## src/rtl/acp_pkg.sv

```systemverilog
// rtl/acp_pkg.sv - shared types and constants for the ACP command writer
//
// Purpose: FSM state encoding, ACP control codes, register index map,
// register field positions and a packed command record.
// Ports: none (package).

package acp_pkg;

    typedef enum logic [1:0] {
        ST_IDLE = 2'd0,
        ST_ADDR = 2'd1,
        ST_DATA = 2'd2
    } acp_state_e;

    localparam logic [7:0] CTRL_IDLE = 8'h00;
    localparam logic [7:0] CTRL_ADDR = 8'h01;
    localparam logic [7:0] CTRL_DATA = 8'h02;

    localparam int ACP_ADDR_W = 3;
    localparam int ACP_DATA_W = 16;
    localparam int ACP_CMD_W  = ACP_ADDR_W + ACP_DATA_W;

    localparam logic [2:0] REG_CH0_NOTE = 3'd0;
    localparam logic [2:0] REG_CH0_FX   = 3'd1;
    localparam logic [2:0] REG_CH1_NOTE = 3'd2;
    localparam logic [2:0] REG_CH1_FX   = 3'd3;
    localparam logic [2:0] REG_CH2_NOTE = 3'd4;
    localparam logic [2:0] REG_CH2_FX   = 3'd5;
    localparam logic [2:0] REG_CH3_NOTE = 3'd6;
    localparam logic [2:0] REG_CH3_FX   = 3'd7;

    // Note register: len [10:8], vol [7:6], note [5:0]
    localparam int NOTE_LEN_MSB  = 10;
    localparam int NOTE_LEN_LSB  = 8;
    localparam int NOTE_VOL_MSB  = 7;
    localparam int NOTE_VOL_LSB  = 6;
    localparam int NOTE_NOTE_MSB = 5;
    localparam int NOTE_NOTE_LSB = 0;

    // Fx register: optB [9:8], optA [7:6], sel [5:4], dec [3:2], atk [1:0]
    localparam int FX_OPTB_MSB = 9;
    localparam int FX_OPTB_LSB = 8;
    localparam int FX_OPTA_MSB = 7;
    localparam int FX_OPTA_LSB = 6;
    localparam int FX_SEL_MSB  = 5;
    localparam int FX_SEL_LSB  = 4;
    localparam int FX_DEC_MSB  = 3;
    localparam int FX_DEC_LSB  = 2;
    localparam int FX_ATK_MSB  = 1;
    localparam int FX_ATK_LSB  = 0;

    typedef struct packed {
        logic [ACP_ADDR_W-1:0] addr;
        logic [ACP_DATA_W-1:0] data;
    } acp_cmd_t;

    function automatic logic [15:0] pack_note(input logic [2:0] len,
                                              input logic [1:0] vol,
                                              input logic [5:0] note);
        logic [15:0] r;
        r = '0;
        r[NOTE_LEN_MSB:NOTE_LEN_LSB]   = len;
        r[NOTE_VOL_MSB:NOTE_VOL_LSB]   = vol;
        r[NOTE_NOTE_MSB:NOTE_NOTE_LSB] = note;
        return r;
    endfunction

    function automatic logic [15:0] pack_fx(input logic [1:0] optb,
                                            input logic [1:0] opta,
                                            input logic [1:0] sel,
                                            input logic [1:0] dec,
                                            input logic [1:0] atk);
        logic [15:0] r;
        r = '0;
        r[FX_OPTB_MSB:FX_OPTB_LSB] = optb;
        r[FX_OPTA_MSB:FX_OPTA_LSB] = opta;
        r[FX_SEL_MSB:FX_SEL_LSB]   = sel;
        r[FX_DEC_MSB:FX_DEC_LSB]   = dec;
        r[FX_ATK_MSB:FX_ATK_LSB]   = atk;
        return r;
    endfunction

endpackage

```

## src/rtl/acp_cmd_fifo.sv

```systemverilog
// rtl/acp_cmd_fifo.sv - synchronous command FIFO with async active-low reset
//
// Purpose: small power-of-two FIFO holding {addr,data} commands.
// Ports:
//   clk50MHz, reset_n    clock, async active-low reset (flushes pointers)
//   push, wdata          write strobe and entry; ignored when full unless popping
//   pop                  read strobe; ignored when empty
//   rdata                head entry (valid while !empty)
//   full, empty          occupancy flags

module acp_cmd_fifo #(
    parameter int WIDTH = 19,
    parameter int DEPTH = 4
) (
    input  logic             clk50MHz,
    input  logic             reset_n,
    input  logic             push,
    input  logic [WIDTH-1:0] wdata,
    input  logic             pop,
    output logic [WIDTH-1:0] rdata,
    output logic             full,
    output logic             empty
);

    localparam int PW = (DEPTH > 1) ? $clog2(DEPTH) : 1;
    localparam logic [PW-1:0] PTR_ONE   = PW'(1);
    localparam logic [PW:0]   CNT_ONE   = (PW + 1)'(1);
    localparam logic [PW:0]   CNT_DEPTH = (PW + 1)'(DEPTH);

    logic [WIDTH-1:0] mem [DEPTH];
    logic [PW-1:0]    wr_ptr;
    logic [PW-1:0]    rd_ptr;
    logic [PW:0]      count;
    logic             do_push;
    logic             do_pop;

    assign full    = (count == CNT_DEPTH);
    assign empty   = (count == '0);
    // A pop in the same cycle frees the slot the push lands in.
    assign do_push = push & (~full | pop);
    assign do_pop  = pop & ~empty;
    assign rdata   = mem[rd_ptr];

    // Storage needs no reset; the pointers alone define the contents.
    always_ff @(posedge clk50MHz) begin
        if (do_push) begin
            mem[wr_ptr] <= wdata;
        end
    end

    always_ff @(posedge clk50MHz or negedge reset_n) begin
        if (!reset_n) begin
            wr_ptr <= '0;
            rd_ptr <= '0;
            count  <= '0;
        end else begin
            if (do_push) begin
                wr_ptr <= wr_ptr + PTR_ONE;
            end
            if (do_pop) begin
                rd_ptr <= rd_ptr + PTR_ONE;
            end
            case ({do_push, do_pop})
                2'b10:   count <= count + CNT_ONE;
                2'b01:   count <= count - CNT_ONE;
                default: count <= count;
            endcase
        end
    end

endmodule

```

## src/rtl/acp_cmd_writer.sv

```systemverilog
// rtl/acp_cmd_writer.sv - ACP register-write bus master with command FIFO
//
// Purpose: queues (index,value) commands and drives the two-phase ACP write
// (address phase then data phase, each held until ack), skipping the address
// phase when the slave already holds that index, aborting on ack timeout.
// Ports:
//   clk50MHz, reset_n               clock, async active-low reset
//   cmd_valid/cmd_ready             command handshake
//   cmd_addr[2:0], cmd_data[15:0]   register index and value
//   bus_out[31:0], ctrl_out[7:0]    to ACP m_bus_in / m_ctrl_in
//   ack                             phase accept pulse from ACP
//   busy                            FIFO non-empty or phase in progress
//   timeout_err, err_clr            sticky abort flag and its clear

module acp_cmd_writer
    import acp_pkg::*;
#(
    parameter int FIFO_DEPTH = 4,
    parameter int TIMEOUT    = 255,
    parameter int ADDR_CACHE = 1
) (
    input  logic        clk50MHz,
    input  logic        reset_n,
    input  logic        cmd_valid,
    output logic        cmd_ready,
    input  logic [2:0]  cmd_addr,
    input  logic [15:0] cmd_data,
    output logic [31:0] bus_out,
    output logic [7:0]  ctrl_out,
    input  logic        ack,
    output logic        busy,
    output logic        timeout_err,
    input  logic        err_clr
);

    localparam int TW = $clog2(TIMEOUT + 1);
    localparam logic [TW-1:0] T_LAST = TW'(TIMEOUT - 1);
    localparam logic [TW-1:0] T_ONE  = TW'(1);

    acp_state_e state;
    logic [2:0]    cur_addr;
    logic [15:0]   cur_data;
    logic [2:0]    last_addr;
    logic          addr_valid;
    logic [TW-1:0] phase_cnt;

    logic          fifo_full;
    logic          fifo_empty;
    logic          fifo_push;
    logic          fifo_pop;
    acp_cmd_t      fifo_wdata;
    acp_cmd_t      fifo_rdata;
    logic          cache_hit;

    assign cmd_ready  = ~fifo_full;
    assign fifo_push  = cmd_valid & cmd_ready;
    assign fifo_pop   = (state == ST_IDLE) & ~fifo_empty;
    assign fifo_wdata = '{addr: cmd_addr, data: cmd_data};
    assign busy       = (state != ST_IDLE) | ~fifo_empty;
    assign cache_hit  = (ADDR_CACHE != 0) && addr_valid && (fifo_rdata.addr == last_addr);

    acp_cmd_fifo #(
        .WIDTH (ACP_CMD_W),
        .DEPTH (FIFO_DEPTH)
    ) u_fifo (
        .clk50MHz (clk50MHz),
        .reset_n  (reset_n),
        .push     (fifo_push),
        .wdata    (fifo_wdata),
        .pop      (fifo_pop),
        .rdata    (fifo_rdata),
        .full     (fifo_full),
        .empty    (fifo_empty)
    );

    always_ff @(posedge clk50MHz or negedge reset_n) begin
        if (!reset_n) begin
            state       <= ST_IDLE;
            ctrl_out    <= CTRL_IDLE;
            bus_out     <= '0;
            cur_addr    <= '0;
            cur_data    <= '0;
            last_addr   <= '0;
            addr_valid  <= 1'b0;
            timeout_err <= 1'b0;
            phase_cnt   <= '0;
        end else begin
            // A timeout set later in this block overrides the clear.
            if (err_clr) begin
                timeout_err <= 1'b0;
            end
            case (state)
                ST_IDLE: begin
                    if (!fifo_empty) begin
                        cur_addr  <= fifo_rdata.addr;
                        cur_data  <= fifo_rdata.data;
                        phase_cnt <= '0;
                        if (cache_hit) begin
                            state    <= ST_DATA;
                            ctrl_out <= CTRL_DATA;
                            bus_out  <= {16'b0, fifo_rdata.data};
                        end else begin
                            state    <= ST_ADDR;
                            ctrl_out <= CTRL_ADDR;
                            bus_out  <= {29'b0, fifo_rdata.addr};
                        end
                    end
                end
                ST_ADDR: begin
                    if (ack) begin
                        last_addr  <= cur_addr;
                        addr_valid <= 1'b1;
                        phase_cnt  <= '0;
                        state      <= ST_DATA;
                        ctrl_out   <= CTRL_DATA;
                        bus_out    <= {16'b0, cur_data};
                    end else if (phase_cnt == T_LAST) begin
                        // Slave may have latched a partial address; forget it.
                        state       <= ST_IDLE;
                        ctrl_out    <= CTRL_IDLE;
                        bus_out     <= '0;
                        timeout_err <= 1'b1;
                        addr_valid  <= 1'b0;
                    end else begin
                        phase_cnt <= phase_cnt + T_ONE;
                    end
                end
                ST_DATA: begin
                    if (ack) begin
                        state    <= ST_IDLE;
                        ctrl_out <= CTRL_IDLE;
                        bus_out  <= '0;
                    end else if (phase_cnt == T_LAST) begin
                        state       <= ST_IDLE;
                        ctrl_out    <= CTRL_IDLE;
                        bus_out     <= '0;
                        timeout_err <= 1'b1;
                        addr_valid  <= 1'b0;
                    end else begin
                        phase_cnt <= phase_cnt + T_ONE;
                    end
                end
                default: begin
                    state    <= ST_IDLE;
                    ctrl_out <= CTRL_IDLE;
                    bus_out  <= '0;
                end
            endcase
        end
    end

endmodule
```

## config.mk

```make
export PLATFORM = sky130hd
export DESIGN_NAME = acp_cmd_writer
export DESIGN_NICKNAME = d
export VERILOG_FILES = /design/src/rtl/acp_pkg.sv /design/src/rtl/acp_cmd_fifo.sv /design/src/rtl/acp_cmd_writer.sv
export SDC_FILE = /design/constraint.sdc
export NUM_CORES = 1
export LEC_CHECK = 0
export BUFFER_PORTS_ARGS = -buffer_cell sky130_fd_sc_hd__clkbuf_2
export CORE_UTILIZATION = 63
export DETAILED_ROUTE_END_ITERATION = 12
export PLACE_DENSITY_LB_ADDON = 0.3
export SYNTH_ARGS = -nofsm -noshare
export SYNTH_HDL_FRONTEND = slang
export SYNTH_SLANG_ARGS = --single-unit
```

## constraint.sdc

```tcl
create_clock -name clk50MHz -period 6.86 [get_ports clk50MHz]
set_input_delay 0.686 -clock clk50MHz [delete_from_list [all_inputs] [get_ports clk50MHz]]
set_output_delay 0.686 -clock clk50MHz [all_outputs]
set_load 0.05 [all_outputs]
```

Yosys cells after proc, flatten, opt, wreduce, memory -nomap -nowiden
Memories as Yosys holds them, arrays and structs flattened.
Cells that the tools add are included.

operators by class
  reduce and logical (&&, ||, !) cells = 12
  equal/unequal tests = 9
  bitwise logic cells = 8
  multiplexer cells = 34
  add/subtract/negate cells = 5

operators with widths
  cell                                                  number
  2-to-1 mux 32 bit                                     4
  case mux 32 bit (3 select lines)                      1
  2-to-1 mux 8 bit                                      8
  case mux 8 bit (3 select lines)                       2
  2-to-1 mux 16 bit                                     1
  2-to-1 mux 2 bit                                      6
  2-to-1 mux 1 bit                                      9
  adder 8 x 1 -> 8 bit (second input constant)          1
  equality test 8 bit (second input constant)           1
  case mux 2 bit (3 select lines)                       1
  case mux 3 bit (2 select lines)                       1
  AND reduction 2 bit                                   3
  nonzero test 2 bit                                    3
  adder 2 x 1 -> 2 bit (second input constant)          2
  bitwise AND 1 bit                                     4
  equality test 2 x 1 -> 1 bit (second input constant)  2
  equality test 2 bit (second input constant)           2
  != test 2 bit (second input constant)                 2
  adder 3 x 1 -> 3 bit (second input constant)          1
  equality test 3 bit                                   1
  equality test 3 bit (second input constant)           1
  logical NOT 3 bit                                     1
  AND reduction 3 bit                                   1
  nonzero test 3 bit                                    1
  7 further kinds                                       9

word-level totals
  memories kept = 1
  output and inout port bits = 43
  input bits = 24
  register bits after elaboration = 81
  RAM bits = 76
  logic and storage cells = 81

memories
  memory      words  bits a word  read ports  clocked after memory_dff  wr ports  line                text
  u_fifo.mem  4      19           1           0                         1         acp_cmd_fifo.sv:30  logic [WIDTH-1:0] mem [DEPTH];

Logic depth before layout (Yosys ltp)
  depth after elaboration = 7
  gate-level depth with buffers = 12
  mapped depth without buffers = 10

Hierarchy
Synthesis repeated with hierarchy kept, for this count alone.

unflattened totals
  cell total of the unflattened synthesis = 399
  area total of the unflattened synthesis = 6422.4 µm²

by module, submodules not included
  module          times used  sequential area each (µm²)  cells each  area each (µm²)
  acp_cmd_writer  1           1851.8                      262         3256.9
  acp_cmd_fifo    1           2457.4                      137         3165.5

Worst setup path after synthesis
No wires, ideal clock.

  path kind = reg-to-reg
  from = register state[0]
  to = register u_fifo.count[2]
  buffers on the path = 2
  stages on the path, launching flop included = 13
  data required time = 6.781 ns
  library setup time = 0.079 ns
  data arrival time = 2.284 ns
  period minus slack after synthesis = 2.364 ns
  slack = 4.496 ns
  cell sequence = dfrtp_1 > inv_1 > ha_1 > buf_2 > o31ai_1 > inv_1 > clkbuf_1 > ha_1 > inv_1 > fa_1 > xor2_1 > nor2_1 > xor2_1

between the ends
  elaborated cells on any way between the ends = 9
  classes of those cells = eq/ne (2); mux (1); bitwise (4); reduce/logical (2)

RTL lines
  element                                                                line                   text
  start: declaration                                                     acp_cmd_writer.sv:40   acp_state_e state;
  start signal: assignment                                               acp_cmd_writer.sv:78   state <= ST_IDLE;
  start signal: assignment                                               acp_cmd_writer.sv:99   state <= ST_DATA;
  start signal: assignment                                               acp_cmd_writer.sv:103  state <= ST_ADDR;
  logical NOT 2 bit (*)                                                  acp_cmd_writer.sv:57   assign fifo_pop = (state == ST_IDLE) & ~fifo_empty;
  bitwise AND 1 bit (*)                                                  acp_cmd_writer.sv:57
  bitwise AND 1 bit (*)                                                  acp_cmd_fifo.sv:41     assign do_pop = pop & ~empty;
  named net u_fifo.do_pop                                                acp_cmd_fifo.sv:35     logic do_pop;
  equality test 2 x 1 -> 1 bit or equality test 2 bit (tied branches)    acp_cmd_fifo.sv:63     case ({do_push, do_pop})
  case mux 3 bit (2 select lines) or nonzero test 2 bit (tied branches)  -
  end signal: assignment                                                 acp_cmd_fifo.sv:64     2'b10: count <= count + CNT_ONE;
  end signal: assignment                                                 acp_cmd_fifo.sv:65     2'b01: count <= count - CNT_ONE;
  end signal: assignment                                                 acp_cmd_fifo.sv:66     default: count <= count;
  end: declaration                                                       acp_cmd_fifo.sv:33     logic [PW:0] count;

The timed path passes the listed nets; every way through them passes the cells marked *.
A chain may end at the register's enable or synchronous reset.

Worst setup path after layout
  from = register state[1]
  to = output busy

between the ends
  cells in the longest elaborated chain, start to end = 2

RTL lines
  element             line                  text
  nonzero test 2 bit  acp_cmd_writer.sv:59  assign busy = (state != ST_IDLE) | ~fifo_empty;
  OR 1 bit            acp_cmd_writer.sv:59
  end: declaration    acp_cmd_writer.sv:31  output logic busy,

Every way passes these cells.

==> results by group <==
Logic synthesis
  • Largest area contributor in the netlist: edfxtp_1
  • FF+latch count, synth: 157
  • Register area share after synthesis: between 60 and 70%
  • Gate count after technology mapping: 434
  • Post-synth EDFFs: 76
  • Count leader, synth: dfrtp_1
  • Avg Cell Area, Syn: 14.5 um^2
  • Yosys warning count: 0
  • Post-synth top flop: dfrtp_1
  • Post-synth top cells: dfrtp_1, edfxtp_1, nand2_1
  • Top post-synthesis cells by area: edfxtp_1, dfrtp_1, mux4_2
  • Synth cell types: 43
  • Async set-reset flop share out of synthesis: 51.6%
  • Synthesized Nets: 470
  • Synthesized area: ~6300 um^2
  • Post-synth top area share: 36.2%

GRT
  • First-pass GRT wire length: 18.9 mm
  • GRT Total Usage: 25.0%
  • Largest net degree at the start of global routing: 82
  • Number of global-route vias before repair: 3641
  • Overflow after GRT: 0
  • Initial antenna violation count: 0

Timing
  • Tightest Pin Transition: 0.994 ns
  • Period utilization: 44.6%
  • Minimum clock period: 3.06 ns
  • Worst slew margin: 33.8%
  • Final setup skew: 0.00633 ns
  • Count of final hold-check violations: 0
  • # setup viols final: 0
  • Highest Clock Rate: 327 MHz
  • RSZ-0062 raised after global routing: no
  • Setup_tns: 0 ns
  • Max-slew violations: 0

Clock tree
  • Root Buffer: clkbuf_8
  • Clock Sinks: between 150 and 200
  • H-tree Lvls: 4
  • Clock Tree Buf Depth: 2
  • CTS Buf Count: 17
  • Clk slew on worst S/H paths: 0.06 ns
  • Post-CTS Setup Repair Bufs: 0
  • Hold-fix buffers, CTS: 0
  • TritonCTS clock tree: done
  • Clock Latency Late Sink: 0.52 ns
  • CTS resizes: 0

Floorplan
  • Die Ht: 102 um
  • Die footprint: 10400 um^2
  • Die Wd: 102 um
  • Core area: 9730 um^2
  • Row count: 36
  • Starting Density: 64.9%
  • Boundary Pins: 67

Setup path
  • Crit-path leading delay family: simple AND/OR/NAND/NOR gates
  • Crit-path max FO: 9
  • WS Path Type: flop to output port
  • Reg2reg start: state[1]$_DFFE_PN0P_
  • Critical path's slowest cell: nor4b_2
  • Crit path buffers/inverters: 3
  • Critical path origin: state[1]$_DFFE_PN0P_
  • Critical Path Source Type: flop
  • R2R setup slack: 4.00 ns
  • Worst setup EP type: output port
  • WP data arrival: 2.38 ns
  • Worst path depth: 5
  • Critical Path Sink: busy
  • R2R Path End: u_fifo.count[2]$_DFFE_PN0P_
  • CP max stage delay: between 0.5 and 0.6 ns
  • CP cell instances: inv_1, ha_1, nor4b_2, inv_2, clkbuf_2
  • Req. time, crit path: 6.17 ns
  • FF-to-FF path depth: 10

Route
  • Remaining antenna violation count: 0
  • Vias: between 3000 and 4000
  • Drt first pass iters: 8
  • Detailed-route vias per instance: 5.74
  • Drt first-iter violations: roughly 190
  • Post-Route WL: 11.7 mm
  • Wire length per cell: approximately 18 um
  • DRC: 1

Power and ir drop
  • Leakage Power: 3.20 nW
  • Final total power: 3.55 mW
  • Worst ir drop on vdd: 0.000205 V
  • Power per cell area: a little under 500 nW/um^2

Final layout
  • Final #Nets: roughly 540
  • Area grow syn2layout: 16.5%
  • Layout cells sized above 1: 24.3%
  • Ant diodes: 0
  • Final Non-Filler Cells: approximately 650

Outcome
  • Violated checks: design-rule violations
  • Status: finished with violations

Placed design
  • Dpl hpwl: 7.37 mm
  • Placed Cells incl. Taps: 620
  • Gp weighted congestion: 0.830
  • Number of port buffers: 66

Run
  • Max_cap viols: 0

Min path
  • Hold Path Class: input pin to async pin
[cells in the final DEF, fill, tap and decap left out, types with 5 or more instances in the layout]
cell type	Yosys	routed
buf_4	1	5
and3_1	8	8
nor2_1	13	13
mux4_2	18	18
dfrtp_1	81	81
a221o_1	13	13
clkbuf_2	0	65
nor2b_1	36	36
a21oi_1	7	7
xnor2_1	8	8
edfxtp_1	76	76
nand2_1	67	67
clkbuf_16	0	18
a31oi_1	8	8
inv_1	14	14
ha_1	11	11
[logic make-up (layout without fill, tap and decap cells)]
kind of cell    count (synthesis)  in the layout  share of synthesized area [%]
compound gates                 59             59                           7.10
xor+xnor                       10             10                           1.39
fa+ha+maj                      12             12                           2.50
buf+inv                        32            117                           2.22
flops                         157            157                           68.3
mux                            25             25                           7.59
simple gates                  139            139                           10.9
[registers in the layout, summed over array words and instances (netlist names), 2 cells and up]
register       flops
bus_out           32
state              2
cur_addr           3
u_fifo.wr_ptr      2
u_fifo.mem        76
u_fifo.count       3
cur_data          16
phase_cnt          8
u_fifo.rd_ptr      2
last_addr          3
ctrl_out           8
[per-layer routing]
layer	part of all wire [%]	vias up	GRT usage [%]	wire, um
li1	-	1733	-	-
met1	47	1895	35.4	5460
met2	48	101	37.9	5630
met3	4.3	15	7.11	506
met4	1.2	0	8.68	138
met5	0	-	0	0
[through the flow]
stage / hold WS, ns / area [um^2] / utilization, % / worst slack [ns]
after global placement: 0.456 / 6760 / 69.5 / 4.19
after detailed placement: 0.465 / 6760 / 69.5 / 4.06
after global routing: 0.363 / 7350 / 75.5 / 3.67
after CTS: 0.352 / 7350 / 75.5 / 3.81
after floorplan: 0.390 / 6310 / - / 4.50
final: 0.339 / 7350 / 75.5 / 3.80
[power breakdown]
group	total (mW)	switching (mW)	internal, mW
sequential	1.41	0.166	1.25
clock	0.902	0.354	0.549
combinational	1.23	0.796	0.436
total	3.55	1.32	2.23
[cell type report]
cell class	count	area [um^2]
clock buffer	24	507
clock inverter	8	81.3
fill	608	2380
inverter	15	56.3
multi-input combinational	245	1870
sequential	157	4310
tap	133	166
timing repair buffer	70	363
[how the worst min path moves through the flow]
stage,startpoint,to,slack (ns),cells past startpoint
2_1_floorplan,reset_n,addr_valid$_DFFE_PN0P_,0.39,0
3_3_place_gp,cur_addr[1]$_DFFE_PN0N_,cur_addr[1]$_DFFE_PN0N_,0.46,2
3_5_place_dp,cur_addr[2]$_DFFE_PN0N_,cur_addr[2]$_DFFE_PN0N_,0.46,2
4_1_cts,reset_n,phase_cnt[0]$_DFFE_PN0P_,0.35,1
5_1_grt,cmd_data[1],u_fifo.mem[1][1]$_DFFE_PP_,0.36,1
6_report,reset_n,phase_cnt[0]$_DFFE_PN0P_,0.34,1
(Power assumes the default switching activity.)
